$ cat config.mk
export PLATFORM = sky130hd
export DESIGN_NAME = dma_fifo_ctrl
export DESIGN_NICKNAME = d
export VERILOG_FILES = /design/src/rtl/dma_fifo_pkg.sv /design/src/rtl/dma_fifo_ram.sv /design/src/rtl/dma_fifo_ctrl.sv
export SDC_FILE = /design/constraint.sdc
export NUM_CORES = 1
export LEC_CHECK = 0
export CORE_MARGIN = 4
export CORE_UTILIZATION = 32
export DETAILED_ROUTE_END_ITERATION = 16
export GPL_ROUTABILITY_DRIVEN = 0
export PLACE_DENSITY = 0.48
export SLEW_MARGIN = 20
export SYNTH_ARGS = -nofsm -noshare
export SYNTH_HDL_FRONTEND = slang
export SYNTH_SLANG_ARGS = --single-unit
$ cat constraint.sdc
create_clock -name CLK -period 6.3 [get_ports CLK]
set_clock_uncertainty 0.05 [all_clocks]
set_input_delay 0.945 -clock CLK [delete_from_list [all_inputs] [get_ports CLK]]
set_output_delay 0.945 -clock CLK [all_outputs]
set_load 0.005 [all_outputs]
$ cat src/rtl/dma_fifo_pkg.sv
// Shared constants and helpers for the DMA longword FIFO (dma_fifo_ctrl, dma_fifo_ram).
package dma_fifo_pkg;
  localparam int DEFAULT_DEPTH = 8;
  localparam int DATA_W        = 32;
  localparam int LANES         = 4;
  localparam int PTR_W         = $clog2(DEFAULT_DEPTH);
  localparam int CNT_W         = PTR_W + 1;

  // Big-endian lane select: byte offset 0 is D[31:24], which is lane 3.
  function automatic logic [1:0] lane_of(input logic [1:0] bo);
    return 2'd3 - bo;
  endfunction
endpackage

$ cat src/rtl/dma_fifo_ram.sv
// DEPTH x 4 byte-lane register array, per-lane write enables, asynchronous read.
module dma_fifo_ram #(
  parameter int DEPTH = 8,
  parameter int AW    = $clog2(DEPTH)
) (
  input  logic                              clk,
  input  logic [AW-1:0]                     waddr,
  input  logic [dma_fifo_pkg::LANES-1:0]    be,
  input  logic [dma_fifo_pkg::DATA_W-1:0]   wdata,
  input  logic [AW-1:0]                     raddr,
  output logic [dma_fifo_pkg::DATA_W-1:0]   rdata
);
  import dma_fifo_pkg::*;

  logic [DATA_W-1:0] mem [DEPTH];

  // Contents are deliberately not reset.
  always_ff @(posedge clk) begin
    for (int i = 0; i < LANES; i++) begin
      if (be[i]) mem[waddr][8*i +: 8] <= wdata[8*i +: 8];
    end
  end

  assign rdata = mem[raddr];
endmodule

$ cat src/rtl/dma_fifo_ctrl.sv
// DMA longword FIFO: pointers, word count, byte offset and status flags around dma_fifo_ram.
// Optional macro DMA_FIFO_ERR_EN adds sticky FIFO_OVF / FIFO_UDF outputs.
module dma_fifo_ctrl #(
  parameter int DEPTH  = dma_fifo_pkg::DEFAULT_DEPTH,
  parameter int DATA_W = dma_fifo_pkg::DATA_W
) (
  input  logic              CLK,
  input  logic              aRESET_,
  input  logic              FIFO_CLR,
  input  logic              INCFIFO,
  input  logic              DECFIFO,
  input  logic              INCNI,
  input  logic              INCNO,
  input  logic              INCBO,
  input  logic [3:0]        WR_BE,
  input  logic [DATA_W-1:0] WR_DATA,
  input  logic              BYTE_WR,
  output logic [DATA_W-1:0] RD_DATA,
  output logic [7:0]        RD_BYTE,
  output logic              FIFOEMPTY,
  output logic              FIFOFULL,
  output logic              BOEQ0,
  output logic              BOEQ3,
`ifdef DMA_FIFO_ERR_EN
  output logic              FIFO_OVF,
  output logic              FIFO_UDF,
`endif
  output logic [1:0]        BO
);
  import dma_fifo_pkg::*;

  localparam int AW = $clog2(DEPTH);
  localparam int CW = AW + 1;

  logic [AW-1:0] wptr, rptr;
  logic [CW-1:0] count, count_nxt;
  logic [1:0]    bo_q;
  logic          empty, full;
  logic [3:0]    ram_be;
  logic [31:0]   ram_wd;

  // Flags decode registered state only, so a strobe shows up one cycle later.
  assign empty     = (count == '0);
  assign full      = (count == CW'(DEPTH));
  assign FIFOEMPTY = empty;
  assign FIFOFULL  = full;
  assign BO        = bo_q;
  assign BOEQ0     = (bo_q == 2'd0);
  assign BOEQ3     = (bo_q == 2'd3);

  always_comb begin
    count_nxt = count;
    if (INCFIFO && !DECFIFO && !full)       count_nxt = count + 1'b1;
    else if (DECFIFO && !INCFIFO && !empty) count_nxt = count - 1'b1;
  end

  always_ff @(posedge CLK or negedge aRESET_) begin
    if (!aRESET_) begin
      wptr  <= '0;
      rptr  <= '0;
      count <= '0;
      bo_q  <= '0;
    end else if (FIFO_CLR) begin
      wptr  <= '0;
      rptr  <= '0;
      count <= '0;
      bo_q  <= '0;
    end else begin
      if (INCNI) wptr <= wptr + 1'b1;
      if (INCNO) rptr <= rptr + 1'b1;
      if (INCBO) bo_q <= bo_q + 2'd1;
      count <= count_nxt;
    end
  end

`ifdef DMA_FIFO_ERR_EN
  always_ff @(posedge CLK or negedge aRESET_) begin
    if (!aRESET_) begin
      FIFO_OVF <= 1'b0;
      FIFO_UDF <= 1'b0;
    end else if (FIFO_CLR) begin
      FIFO_OVF <= 1'b0;
      FIFO_UDF <= 1'b0;
    end else begin
      if (INCFIFO && !DECFIFO && full)  FIFO_OVF <= 1'b1;
      if (DECFIFO && !INCFIFO && empty) FIFO_UDF <= 1'b1;
    end
  end
`endif

  // SCSI byte writes replicate the byte and enable only the lane at BO.
  always_comb begin
    ram_be = WR_BE;
    ram_wd = WR_DATA;
    if (BYTE_WR) begin
      ram_be = 4'b0001 << lane_of(bo_q);
      ram_wd = {4{WR_DATA[7:0]}};
    end
  end

  dma_fifo_ram #(.DEPTH(DEPTH), .AW(AW)) u_ram (
    .clk   (CLK),
    .waddr (wptr),
    .be    (ram_be),
    .wdata (ram_wd),
    .raddr (rptr),
    .rdata (RD_DATA)
  );

  assign RD_BYTE = RD_DATA[{lane_of(bo_q), 3'b000} +: 8];
endmodule

### Word level (Yosys, flattened, before mapping)

Memory sizes are Yosys's and may differ from the RTL's.
Index checks and enable logic that the tools add are counted.

| storage, ports and cells | value |
|---|---|
| output and inout bits | 46 |
| bits of input ports | 45 |
| register bits after elaboration | 12 |
| bits in writable memories | 256 |
| memories kept | 1 |
| word-level logic and storage cells | 48 |

| operators by class | value |
|---|---|
| shifts and indexed selects | 2 |
| eq/ne operators | 2 |
| reduce and logical (&&, ||, !) cells | 14 |
| multiplexer cells | 19 |
| $add $sub $neg | 6 |

Memories:

| memory | words | width | rd ports | clocked after memory_dff | wr ports | RTL line | source |
|---|---|---|---|---|---|---|---|
| u_ram.mem | 8 | 32 | 1 | 0 | 1 | dma_fifo_ram.sv:15 | `logic [DATA_W-1:0] mem [DEPTH];` |

Operators with widths:

| kind | number |
|---|---|
| two-way mux 32 bit | 1 |
| indexed part select 32 x 6 -> 8 bit | 1 |
| two-way mux 4 bit | 4 |
| two-way mux 3 bit | 4 |
| two-way mux 1 bit | 8 |
| adder 3 x 1 -> 3 bit, second input constant | 2 |
| nonzero test 2 bit | 3 |
| adder 4 x 1 -> 4 bit, second input constant | 1 |
| == test 4 bit, second input constant | 1 |
| logical AND 1 bit | 4 |
| logical NOT 1 bit | 4 |
| logical NOT 4 bit | 1 |
| two-way mux 2 bit | 2 |
| << shifter 1 x 2 -> 4 bit, first input constant | 1 |
| subtractor 4 x 1 -> 4 bit, second input constant | 1 |
| nonzero test 3 bit | 1 |
| adder 2 x 1 -> 2 bit, second input constant | 1 |
| == test 2 bit, second input constant | 1 |
| logical NOT 2 bit | 1 |
| subtractor 2 bit, first input constant | 1 |

### Longest topological paths before layout

Gate-level depths: netlist (run 1).

| logic depth | value |
|---|---|
| depth in word-level cells | 6 |
| mapped depth | 8 |
| mapped depth without buffers | 8 |

### By module

A second synthesis (run 1) with hierarchy kept.

| unflattened totals | value |
|---|---|
| cell total of the unflattened synthesis | 566 |
| area, all modules | 11197.0 µm² |

Modules (own cells, without submodules):

| module | seq. area each (µm²) | instances | area each (µm²) | cells an instance |
|---|---|---|---|---|
| dma_fifo_ram | 7687.4 | 1 | 9955.8 | 417 |
| dma_fifo_ctrl | 300.3 | 1 | 1241.2 | 149 |

### Worst setup path before layout (run 1)

OpenSTA, ideal clock, no wires.

| timing | value |
|---|---|
| path type | flip-flop to output port |
| start | register rptr[0] |
| end | output port RD_BYTE[5] |
| path slack | 3.541 ns |
| stages on the path, launching flop included | 7 |
| data required time | 5.305 ns |
| arrival | 1.764 ns |
| cells stage by stage | dfrtp_1 > buf_6 > buf_12 > mux4_1 > mux2_2 > o22a_1 > o221a_2 |

| between the ends | value |
|---|---|
| word-level cells in the longest chain between the ends | 2 |

Ends and longest elaborated chain:

| element | RTL line | source |
|---|---|---|
| start: declaration | dma_fifo_ctrl.sv:35 | `logic [AW-1:0] wptr, rptr;` |
| start signal: assignment | dma_fifo_ctrl.sv:70 | `if (INCNO) rptr <= rptr + 1'b1;` |
| memory read (8 x 32 bit) | n/a |  |
| via RD_DATA[13] | dma_fifo_ctrl.sv:18 | `output logic [DATA_W-1:0] RD_DATA,` |
| indexed part select 32 x 6 -> 8 bit | dma_fifo_ctrl.sv:110 | `assign RD_BYTE = RD_DATA[{lane_of(bo_q), 3'b000} +: 8];` |
| end: declaration | dma_fifo_ctrl.sv:19 | `output logic [7:0] RD_BYTE,` |

The timed path passes the listed nets, and every way through them passes these cells.

### Worst setup path in the final report (run 1)

| timing | value |
|---|---|
| start | register rptr[2] |
| end | output port RD_BYTE[7] |

| between the ends | value |
|---|---|
| word-level cells in the longest chain between the ends | 2 |

Ends and longest elaborated chain:

| element | RTL line |
|---|---|
| memory read (8 x 32 bit) | n/a |
| indexed part select 32 x 6 -> 8 bit | dma_fifo_ctrl.sv:110 |

No other way between the ends.

==> run metrics, run 1 <==
HP Class flip-flop to flip-flop; crit path time final 4.806 ns; DIE AREA about 38000 um2; Worst Reg2Reg Path Length in Cells 4; Final Hold Fails 0; num ports 91; Post-Place Worst Slack 2.041 ns; post-cts sizing count 0; Worst Setup SP rptr[2]; maximum clock path buffer count 3; crit path DAT about 3.8 ns; die width 194.3 um; initial core utilization 32.78%; syn_area_per_cell 17.62 um2; flop2flop setup slack about 3.8 ns; PortBufs 90; final setup fails 0; final worst-path cycle share between 70% and 80%; via count around 6000; Max-Cap Viols 0; Chip Height 194.3 um; CP Class flip-flop to output port; Total GRT Usage 15.11%; endpoint of the worst register-to-register path u_ram.mem[7][30]; setup ws final 1.494 ns; syn nets about 700; PD cells just over 300 nW/um2; unrepaired setup endpoints after global routing no; fmax 208.1 MHz; Synth Instances 630; Slew headroom just under 30%; Seq cells post-synth 268; initial antenna violation count 2; Clock Latency Late Sink 0.54 ns; clk sinks about 270; DP HPWL 19.54 mm; CTS Buf Count 29; wire per inst 24.65 um; final-report max-slew violation count 0; status finished clean; Root Buffer clkbuf_16; ratio of cells with drive above 1 in the final layout 18.02%; hold_buf cts 0; placed instance area 12450 um2; sw power ~960 uW; Pre-antenna DRT Iters 5; Pint 3.113 mW; Tot Pwr 4.070 mW; Syn. warnings 0; worst slew pin tran 1.058 ns; CTS clock-pin slew for the worst setup and hold paths 0.06 ns; Fin Setup TNS 0 ns; Via-to-Cell Ratio slightly above 5; CP required between 5 and 6 ns; CP Capture Type output port; WL final 29.51 mm; fin cells 1197; clock network fraction of design power a little under two fifths; final antenna-violating net count 0; Flop pwr share 50.3%; Cell variety after synth 40; CTS tree yes; crit path max fanout between 40 and 50; Inst Count DP around 1100; number of diodes 0; Syn Std Cell Area roughly 11000 um2; sequential area share after synthesis a little under three quarters; startpoint class of the critical path flip-flop; post-route design area between 10000 and 15000 um2; Area growth, synth to finish 19.71%; switching share of total power a little under a quarter; total grt overflow 0; worst vdd ir 0.1908 mV; FP Rows 67; drt first-iter violations 543; # Post-CTS Setup Buffers 0; reg2reg start BO[0]; Leak Pwr 4.269 nW; Layout Nets 780; largest net degree at the start of global routing 42; number of global-route vias before repair 6259; Core Box Area 33870 um2; Residual DRC 0; Critical Path End RD_BYTE[7]; htree depth 1; global-route wire length before repair 42.71 mm; Comb power frac 12.6%; Fillers about 3100
==> synthesized netlist by cell type, drive strengths merged <==
master,count,share of area [%]
mux2i,39,3.5
edfxtp,256,69
nand3b,3,0.20
or2,1,0.056
nand2b,3,0.17
nand3,3,0.14
a31oi,1,0.056
nand2,19,0.64
or3,2,0.11
o21ai,25,1.1
a21oi,3,0.14
inv,29,0.98
a22oi,1,0.068
nor2b,2,0.11
nor4b,1,0.079
fa,1,0.18
xnor2,4,0.32
ha,8,0.90
or3b,2,0.16
o22ai,16,0.90
a221oi,16,1.3
mux4,32,6.7
a211oi,1,0.068
o221a,8,0.81
and2,1,0.056
a21boi,1,0.068
dfrtp,12,2.7
xor2,3,0.24
nor2,45,1.5
clkbuf,13,0.45
buf,19,1.3
nor3,2,0.090
o22a,8,0.63
mux2,50,5.1
==> area by class of cell <==
cell class / count / area, um2 / area share (%)
Timing Repair Buffer: 97 / 968.4 / 7.286
Clock buffer: 42 / 774.5 / 5.827
Multi-Input combinational cell: 301 / 2825 / 21.26
Clock inverter: 12 / 61.31 / 0.4613
Sequential cell: 268 / 7993 / 60.13
Inverter: 29 / 108.9 / 0.8190
Tap cell: 448 / 560.5 / 4.217
==> cells in the final DEF, fill, tap and decap left out, types with 6 or more instances in the layout <==
cell type and n:
o221a_2 8, nand2_1 19, a221oi_1 16, inv_1 29, dfrtp_1 10, ha_1 8, nor2_1 43, mux2_2 50
clkdlybuf4s50_1 90, o21ai_0 25, o22ai_1 16, clkbuf_16 29, edfxtp_1 256, mux4_2 26, clkbuf_1 13, mux4_1 6
o22a_1 8, mux2i_1 39
==> flip-flops by register name, indices dropped and copies added, names as in the netlist <==
signal and count:
count 4, u_ram.mem 256, rptr 3, BO 2, wptr 3
==> kinds of logic (layout without fill, tap and decap cells) <==
family          Yosys count  after routing  share of synthesized area, %
mux                     121            121                         15.28
fa+ha+maj                 9              9                         1.082
flops                   268            268                         71.94
buf+inv                  61            180                         2.682
simple gates             84             84                         3.336
compound gates           80             80                         5.127
xor+xnor                  7              7                        0.5522
==> critical path: stages, from the launching register on <==
cell             delay (ns)
dfrtp_4                0.83
buf_4                  0.53
mux2_2                 0.25
o22ai_1                0.07
a221oi_1               0.71
o221a_2                0.36
clkdlybuf4s50_1        0.50
==> per-stage QoR <==
| stage | hold WS, ns | utilization [%] |
|---|---|---|
| floorplan | 0.5126 | - |
| global placement | 0.5365 | 36.67 |
| detailed placement | 0.5498 | 36.77 |
| CTS | 0.5625 | 39.24 |
| global route | 0.5995 | 39.25 |
| finish | 0.5631 | 39.25 |
==> worst min-delay path by stage <==
| stage | startpoint | to | slack [ns] | depth (start not counted) |
|---|---|---|---|---|
| 2_1_floorplan | count[0] | count[0] | 0.51 | 1 |
| 3_3_place_gp | count[0] | count[0] | 0.54 | 1 |
| 3_5_place_dp | count[0] | count[0] | 0.55 | 1 |
| 4_1_cts | count[0] | count[0] | 0.56 | 1 |
| 5_1_grt | count[0] | count[0] | 0.60 | 1 |
| 6_report | count[0] | count[0] | 0.56 | 1 |
==> routing by layer <==
layer / global-route usage [%] / up-vias / wire, um
met3: 3.632 / 33 / 2109
met5: 0 / - / 0
met1: 20.79 / 3097 / 12660
met4: 2.708 / 0 / 418
met2: 24.91 / 208 / 14320
li1: - / 2685 / -
==> power groups by stage <==
stage	logic, mW	clock network [mW]	registers, mW
final	0.514	1.51	2.05
after CTS	0.521	1.54	2.05
after floorplan	0.260	0	2.07
after detailed placement	0.519	0	2.08
after global routing	0.554	1.62	2.05
after global placement	0.504	0	2.08
Note: power is estimated with default switching activity, not from simulation.
==> run 2, diff against run 1 <==
Clock period 6.3 ns to 4.9 ns, I/O delays scaled along.
==> run metrics, run 2 (synthesis gave the netlist of run 1 again) <==
via count just over 6000; Flop pwr share between 40% and 50%; startpoint class of the critical path flip-flop; largest net degree at the start of global routing 42; crit path max fanout 21; Biggest register u_ram.mem; commonest non-fill, non-tap cell in the layout edfxtp_1; Pre-antenna DRT Iters 5; post-cts sizing count 0; Leak Pwr 4.536 nW; status finished clean; CTS Buf Count 29; Total GRT Usage ~15%; Slew headroom between 30 and 40%; Area growth, synth to finish 23.75%; global-route wire length before repair about 43 mm; flop2flop setup slack 2.60 ns; met2 GRT Util 25.20%; crit path DAT 3.56 ns; die width 194.3 um; Worst Reg2Reg Path Length in Cells 8; Max-Cap Viols 0; CP Capture Type output port; HP Class input port to asynchronous set/reset pin; initial antenna violation count 0; clock network fraction of design power 40.8%; CTS clock-pin slew for the worst setup and hold paths 0.06 ns; crit path cell chain buf_4, mux4_2, mux2_2, o22a_1, o221a_2, clkdlybuf4s50_1; CTS tree yes; fmax 230.2 MHz; worst vdd ir 0.2264 mV; ratio of cells with drive above 1 in the final layout 22.83%; htree depth 1; final setup fails 0; initial core utilization 32.78%; drt first-iter violations 540; final-report max-slew violation count 0; fin cells between 1000 and 1500; endpoint of the worst register-to-register path count[3]; max incr delay on CP 0.78 ns; GR Util met3 about 3.2%; Inst Count DP 1178; biggest registers after layout u_ram.mem: 256 flops, count: 4 flops; # Post-CTS Setup Buffers 0; reg2reg start count[0]; DIE AREA 37740 um2; CP Class flip-flop to output port; final worst-path cycle share 88.65%; Chip Height 194.3 um; unrepaired setup endpoints after global routing no; number of global-route vias before repair 6495; Final Hold Fails 0; PD cells 406.0 nW/um2; wire per inst 24.18 um; final antenna-violating net count 0; PortBufs 90; Via-to-Cell Ratio 5.015; Root Buffer clkbuf_16; Clock Latency Late Sink roughly 0.55 ns; worst slew pin tran 1.029 ns; Post-Place Worst Slack between 1 and 1.5 ns; clk sinks 268; Pint roughly 4.3 mW; FP Rows 67; num ports 91; Comb power frac 11.9%; M1 GR Usage 21.23%; Core Box Area ~34000 um2; Hold Slack approximately 0.56 ns; GRT busiest layer met2; Fin Setup TNS 0 ns; total grt overflow 0; switching share of total power between 20% and 30%; hold_buf cts 0; commonest cells after routing, fill and taps aside edfxtp_1, clkdlybuf4s50_1, mux2_2; WL final between 20 and 30 mm; Residual DRC 0; Layout Nets 815; DP HPWL 19.82 mm; setup ws final ~0.56 ns; crit path time final 4.344 ns; sw power 1.265 mW; CP required 4.12 ns; maximum clock path buffer count 3; Largest register FFs 256; CP max-delay cell dfrtp_2
-- run 2: power groups by stage --
stage	Combinational (mW)	Clock [mW]	Sequential, mW
4_1_cts	0.676	2.33	2.63
2_1_floorplan	0.334	0	2.66
6_report	0.666	2.28	2.63
5_1_grt	0.718	2.43	2.64
3_5_place_dp	0.673	0	2.68
3_3_place_gp	0.661	0	2.68
-- run 2: final cells by class --
class                   instances  area (um2)
diodes                          2       5.005
clock buffers                  37       785.8
clock inverters                17       226.5
fillers                      3091       20130
inverters                      29       108.9
multi-input cells             301        2820
flip-flops and latches        268        7993
well taps                     448       560.5
repair buffers                132        1241
-- run 2: worst max-delay path: cells and delay by family, from the launching register on --
kind,cells,cell delay (ns)
mux,2,0.85
buf+inv,2,0.90
compound gates,2,0.46
flops,1,0.78
-- run 2: worst max-delay path by stage --
stage	from	end	slack, ns
floorplan	rptr[0]	RD_BYTE[5]	2.35
global placement	rptr[0]	RD_BYTE[6]	1.14
detailed placement	rptr[0]	RD_BYTE[6]	1.11
CTS	rptr[0]	RD_BYTE[6]	0.51
global route	rptr[0]	RD_BYTE[6]	0.38
finish	rptr[0]	RD_BYTE[1]	0.56
-- run 2: routing by layer --
layer	share of wire [%]	vias up
li1	-	2766
met1	44	3194
met5	0	-
met2	48	191
met3	6.2	38
met4	1.7	0
-- run 2: per-stage QoR --
| stage | total power [mW] | utilization, % | cell area (um2) |
|---|---|---|---|
| after floorplan | 2.990 | - | 11100 |
| after global placement | 3.339 | 37.57 | 12720 |
| after detailed placement | 3.356 | 37.57 | 12720 |
| after CTS | 5.640 | 40.56 | 13740 |
| after global routing | 5.786 | 40.56 | 13740 |
| final | 5.579 | 40.57 | 13740 |
